<file path="src/rtl/sprite_pkg.sv">
// Shared sprite types, the two 8x8 pixel patterns and the pixel lookup helper.
// Row bit x is pixel x; odd frames use pattern 1, even frames pattern 0.
package sprite_pkg;

    typedef logic [7:0] SPR_ROW_T;

    localparam SPR_ROW_T [7:0] PAT0 = {
        8'h14, 8'h14, 8'h1E, 8'h3F,
        8'h39, 8'h30, 8'hF0, 8'h70
    };

    localparam SPR_ROW_T [7:0] PAT1 = {
        8'h20, 8'h24, 8'h1E, 8'h3F,
        8'h39, 8'h30, 8'hF0, 8'h70
    };

    function automatic logic sprite_bit(
        input int unsigned frame,
        input int unsigned y,
        input int unsigned x
    );
        SPR_ROW_T row;
        logic     odd;
        odd = (frame % 2) == 1;
        if (y > 7 || x > 7) begin
            return 1'b0;
        end
        row = odd ? PAT1[y[2:0]] : PAT0[y[2:0]];
        return row[x[2:0]];
    endfunction

endpackage

</file>
<file path="src/rtl/sprite_anim_ctrl.sv">
// Animation time base: counts ticks and advances the pending frame,
// with a force path that overrides stepping in the same cycle.
module sprite_anim_ctrl
    import sprite_pkg::*;
#(
    parameter int N_FRAMES        = 4,
    parameter int TICKS_PER_FRAME = 6,
    parameter int FW              = $clog2(N_FRAMES)
) (
    input  logic          clk,
    input  logic          rst,
    input  logic          i_tick,
    input  logic          i_anim_en,
    input  logic          i_frame_force,
    input  logic [FW-1:0] i_frame_idx,
    output logic [FW-1:0] o_next_frame
);

    localparam int CW = $clog2(TICKS_PER_FRAME) + 1;
    localparam logic [CW-1:0] LAST_TICK  = CW'(TICKS_PER_FRAME - 1);
    localparam logic [FW-1:0] LAST_FRAME = FW'(N_FRAMES - 1);

    logic [CW-1:0] tick_cnt;
    logic [CW-1:0] tick_d;
    logic [FW-1:0] next_frame;
    logic [FW-1:0] next_d;

    always_comb begin
        tick_d = tick_cnt;
        next_d = next_frame;
        if (i_frame_force) begin
            tick_d = '0;
            next_d = (i_frame_idx > LAST_FRAME) ? LAST_FRAME : i_frame_idx;
        end else if (i_anim_en && i_tick) begin
            if (tick_cnt == LAST_TICK) begin
                tick_d = '0;
                next_d = (next_frame == LAST_FRAME) ? '0 : next_frame + 1'b1;
            end else begin
                tick_d = tick_cnt + 1'b1;
            end
        end
    end

    always_ff @(posedge clk) begin
        if (rst) begin
            tick_cnt   <= '0;
            next_frame <= '0;
        end else begin
            tick_cnt   <= tick_d;
            next_frame <= next_d;
        end
    end

    assign o_next_frame = next_frame;

endmodule

</file>
<file path="src/rtl/sprite_rom_anim.sv">
// Animated sprite ROM: one pixel per request, latency 1, with mirroring.
// The displayed frame only switches on an address-0 read, so scans never tear.
module sprite_rom_anim
    import sprite_pkg::*;
#(
    parameter int SPR_W           = 8,
    parameter int SPR_H           = 8,
    parameter int N_FRAMES        = 4,
    parameter int BPP             = 1,
    parameter int TICKS_PER_FRAME = 6,
    parameter int AW              = $clog2(SPR_W * SPR_H),
    parameter int FW              = $clog2(N_FRAMES)
) (
    input  logic           clk,
    input  logic           rst,
    input  logic [AW-1:0]  i_rom_counter,
    input  logic           i_req,
    input  logic           i_flip_x,
    input  logic           i_tick,
    input  logic           i_anim_en,
    input  logic           i_frame_force,
    input  logic [FW-1:0]  i_frame_idx,
    output logic [BPP-1:0] o_sprite_color,
    output logic           o_valid,
    output logic [FW-1:0]  o_frame
);

    localparam int XW = $clog2(SPR_W);
    localparam int YW = AW - XW;

    logic [XW-1:0] x;
    logic [XW-1:0] x_eff;
    logic [YW-1:0] y;
    logic [FW-1:0] next_frame;
    logic [FW-1:0] disp_frame;
    logic [FW-1:0] sel_frame;
    logic          pix;

    sprite_anim_ctrl #(
        .N_FRAMES        (N_FRAMES),
        .TICKS_PER_FRAME (TICKS_PER_FRAME),
        .FW              (FW)
    ) u_ctrl (
        .clk           (clk),
        .rst           (rst),
        .i_tick        (i_tick),
        .i_anim_en     (i_anim_en),
        .i_frame_force (i_frame_force),
        .i_frame_idx   (i_frame_idx),
        .o_next_frame  (next_frame)
    );

    assign x = i_rom_counter[XW-1:0];
    assign y = i_rom_counter[AW-1:XW];

    // SPR_W is a power of two, so SPR_W-1-x is the bitwise inverse
    assign x_eff = i_flip_x ? ~x : x;

    assign sel_frame = (i_req && i_rom_counter == '0) ? next_frame : disp_frame;

    assign pix = sprite_bit(32'(sel_frame), 32'(y), 32'(x_eff));

    always_ff @(posedge clk) begin
        if (rst) begin
            disp_frame     <= '0;
            o_valid        <= 1'b0;
            o_sprite_color <= '0;
        end else begin
            disp_frame <= sel_frame;
            o_valid    <= i_req;
            if (i_req) begin
                o_sprite_color <= {BPP{pix}};
            end
        end
    end

    assign o_frame = disp_frame;

endmodule

</file>
<file path="config.mk">
export PLATFORM = sky130hd
export DESIGN_NAME = sprite_rom_anim
export DESIGN_NICKNAME = d
export VERILOG_FILES = /design/src/rtl/sprite_pkg.sv /design/src/rtl/sprite_anim_ctrl.sv /design/src/rtl/sprite_rom_anim.sv
export SDC_FILE = /design/constraint.sdc
export NUM_CORES = 1
export LEC_CHECK = 0
export CAP_MARGIN = 10
export CORE_UTILIZATION = 38
export DETAILED_ROUTE_END_ITERATION = 8
export GPL_TIMING_DRIVEN = 0
export PLACE_DENSITY = 0.66
export SYNTH_ARGS = -nofsm -noshare
export SYNTH_HDL_FRONTEND = slang
export SYNTH_SLANG_ARGS = --single-unit
export TNS_END_PERCENT = 50
</file>
<file path="constraint.sdc">
create_clock -name clk -period 1.5 [get_ports clk]
set_clock_uncertainty 0.2 [all_clocks]
set_input_delay 0.15 -clock clk [delete_from_list [all_inputs] [get_ports clk]]
set_output_delay 0.15 -clock clk [all_outputs]
set_load 0.05 [all_outputs]
</file>
==> results.tsv <==
metric	value	unit
reg2reg setup slack	0.10	ns
placed wire-length estimate	1.11	mm
total internal power	0.458	mW
Final Non-Filler Cells	144	
min-delay src	rst	
Period Utilization, post-route	96.8	%
# Max-Cap Violations	0	
count of standard-cell rows	15	
share of cell area taken by muxes after synthesis	4.70	%
global-route congestion overflow total	0	
die height	46.3	um
net total in the final layout	137	
number of cells produced by synthesis	90	
status	complete, no violations	
category of the worst setup path capture point	output pin	
post-synthesis share of cell area spent on and, or, nand and nor gates	35.2	%
type of the worst setup path	flop to output pin	
final sum of negative setup slack	0	ns
share of the synthesized netlist area taken by xor and xnor gates	5.87	%
number of clock buffers inserted by TritonCTS	3	
Worst Tran Pin Value	0.491	ns
DRT antenna net count	0	
net count after synthesis	106	
synth top area cells	sky130_fd_sc_hd__dfxtp_1 27%, sky130_fd_sc_hd__nor2_1 5.0%, sky130_fd_sc_hd__nor2b_1 5.0%	
CP max stage cell	sky130_fd_sc_hd__dlygate4sd2_1	
final worst path period need	1.45	ns
RePlAce Congestion	0.872	
portion of total power attributed to the clock network	27.7	%
Initial Util	41.8	%
via count of the first global-routing pass	639	
portion of the post-synthesis area used by sequential elements	26.8	%
share of power burned in registers	43.6	%
adder-cell share of the synthesized area	1.68	%
synthesized cell area	746	um^2
worst hold path type	input port to flop	
Port Buf Inserts	16	
Avg Vias per Cell	5.29	
worst path setup slack after routing	0.0485	ns
Die Area	2140	um^2
number of unique standard cell types used by synthesis	41	
maximum VDD drop	0.000482	V
compound-cell area share of the yosys netlist	19.8	%
largest driver fanout on the critical path	2	
share of flip-flops with an asynchronous set or reset after synthesis	0	%
crit-path cells	dlygate4sd2_1	
antenna violations before repair	0	
Total Routing Usage GR	18.1	%
total via count in the routed design	762	
sw frac	29.1	%
maximum clock path buffer count	2	
# diodes	0	
Tot Pwr	0.646	mW
syn_area_per_cell	8.29	um^2
logic gate share of total power	28.6	%
share of final-layout standard cells stronger than drive strength 1	26.1	%
clock latency on the worst-skew pair	0.26	ns
EDFF count, synth	0	
leak pwr	0.476	nW
global-route wire length before repair	2.75	mm
cell at the root of the clock tree	sky130_fd_sc_hd__clkbuf_4	
I/O pin count	19	
count of filler cells inserted in the layout	174	
Post-Place Setup Slack	-0.523	ns
prevailing post-synth register cell	sky130_fd_sc_hd__dfxtp_1	
register clock-pin slew on the reported worst setup and hold paths	0.06	ns
pin count of the biggest net entering global routing	11	
capturing point of the worst reg2reg path	u_ctrl.o_next_frame[1]	
data arrival time of the critical path	1.10	ns
cell type group with the largest total delay on the critical path	buffers and inverters	
FMAX	0.689	GHz
total instance count after detailed placement	131	
clock net sink count	10	
cell depth of the worst min-delay path	2	
number of warnings issued by yosys	0	
number of setup violations in the final report	0	
switching power of the nets	0.188	mW
combinational family with the most area after synthesis	simple AND/OR/NAND/NOR gates	
headroom to the max-slew limit	67.4	%
flops & latches, synth	10	
area inside the core boundary	1780	um^2
R2R depth	5	
unrepaired setup endpoints after global routing	false	
Worst Hold End	o_valid	
delay of the slowest critical-path stage	0.52	ns
WP buf/inv	1	
Pwr Density	611	nW/um^2
clock tree from TritonCTS	done	
drt pass-1 iters	3	
Slew Limit Fails	0	
area fraction of the dominant cell type after synthesis	26.8	%
cell taking the most area after synthesis	sky130_fd_sc_hd__dfxtp_1	
htree depth	1	
synth-to-layout area growth	41.8	%
number of design-rule violations left by the first detailed-router iteration	16	
final hold violation count	0	
die width	46.3	um
kind of launch point of the worst setup path	flop	
smallest hold slack	0.0726	ns
startpoint of the lowest-slack register-to-register path	u_ctrl.tick_cnt[0]	
required time of the critical path	1.15	ns
drt wl/cell	11.9	um
drc violations	0	
final routed wirelength across all metal layers	1.72	mm
==> cell usage after synthesis (all sizes together) (3+ instances only) <==
master and n:
xor2 3, a21oi 3, buf 3, dfxtp 10, a211oi 3, nor2b 6, o21ai 5, inv 3
nand3 4, o211ai 3, nor3 6, nor2 11
==> worst reg2reg max path, cell delays in order, from the launching register on <==
cell,delay [ns]
sky130_fd_sc_hd__dfxtp_2,0.32
sky130_fd_sc_hd__and3_4,0.18
sky130_fd_sc_hd__nand4b_1,0.18
sky130_fd_sc_hd__mux2i_1,0.19
sky130_fd_sc_hd__o21ai_1,0.06
sky130_fd_sc_hd__nor2b_1,0.13
==> state kept, by name, indices dropped and copies added, names as in the netlist <==
| register | cells |
|---|---|
| o_frame | 2 |
| o_sprite_color | 1 |
| o_valid | 1 |
| u_ctrl.o_next_frame | 2 |
| u_ctrl.tick_cnt | 4 |
==> cells by family after synthesis <==
logic type                 count (synthesis)
adders and majority gates                  1
DFF                                       10
buffers and inverters                      8
muxes                                      3
xor gates and xnor gates                   5
and+or+nand+nor                           42
AOI/OAI and AO/OA                         21
==> cell usage in the layout, fill, tap and decap left out, drive strengths merged, types with 3 or more instances in the layout <==
cell type      instances
a211oi                 3
nand3                  4
dlygate4sd2            6
nor2b                  6
inv                    3
xor2                   3
buf                   13
nor2                  11
clkbuf                 8
nor3                   6
clkdlybuf4s50          3
o21ai                  5
dfxtp                 10
a21oi                  3
o211ai                 3
==> metrics by stage <==
step	utilization, %	area, um^2
after floorplan	-	747
after global placement	52.6	938
after detailed placement	52.6	938
after CTS	57.4	1020
after global routing	59.3	1060
final	59.3	1060
==> layer usage <==
layer | wire, um | GRT usage [%] | vias up
met1 | 869 | 23.5 | 354
li1 | - | - | 392
met4 | 5 | 3.53 | 0
met3 | 62 | 6.27 | 2
met2 | 778 | 28.9 | 14
met5 | 0 | 0 | -
==> power groups by stage <==
stage | sequential, mW | clock, mW | combinational (mW)
after CTS | 0.281 | 0.189 | 0.178
after detailed placement | 0.288 | 0 | 0.168
after floorplan | 0.304 | 0 | 0.0844
after global placement | 0.287 | 0 | 0.168
final | 0.282 | 0.179 | 0.185
after global routing | 0.283 | 0.194 | 0.202
==> worst max path at each step <==
stage                            start  cells past startpoint  slack (ns)                      to
floorplan             i_rom_counter[0]                      6       0.009          o_sprite_color
CTS                         o_frame[1]                      1        0.02              o_frame[1]
finish                  o_sprite_color                      1        0.05          o_sprite_color
global route        u_ctrl.tick_cnt[0]                      5      0.0006  u_ctrl.o_next_frame[1]
detailed placement    i_rom_counter[4]                      6       -0.52          o_sprite_color
global placement      i_rom_counter[4]                      6       -0.54          o_sprite_color
==> cell type report <==
type	count	area, um^2	area share (%)
tap	25	31.3	2.96
inverter	3	11.3	1.07
clock buffer	3	22.5	2.13
sequential	10	203	19.2
timing repair buffer	26	216	20.5
buffer	5	47.5	4.50
multi-input combinational	72	526	49.7
==> repair_timing <==
action                                 4_1_cts  5_1_grt
hold buffers                                 0        0
resized for setup                           18       14
cloned                                       1        0
endpoints found under the hold margin        0        0
buffers inserted                             6        3
pin swaps                                    4        5
setup endpoints to repair                    6        4
(Power assumes the default switching activity.)
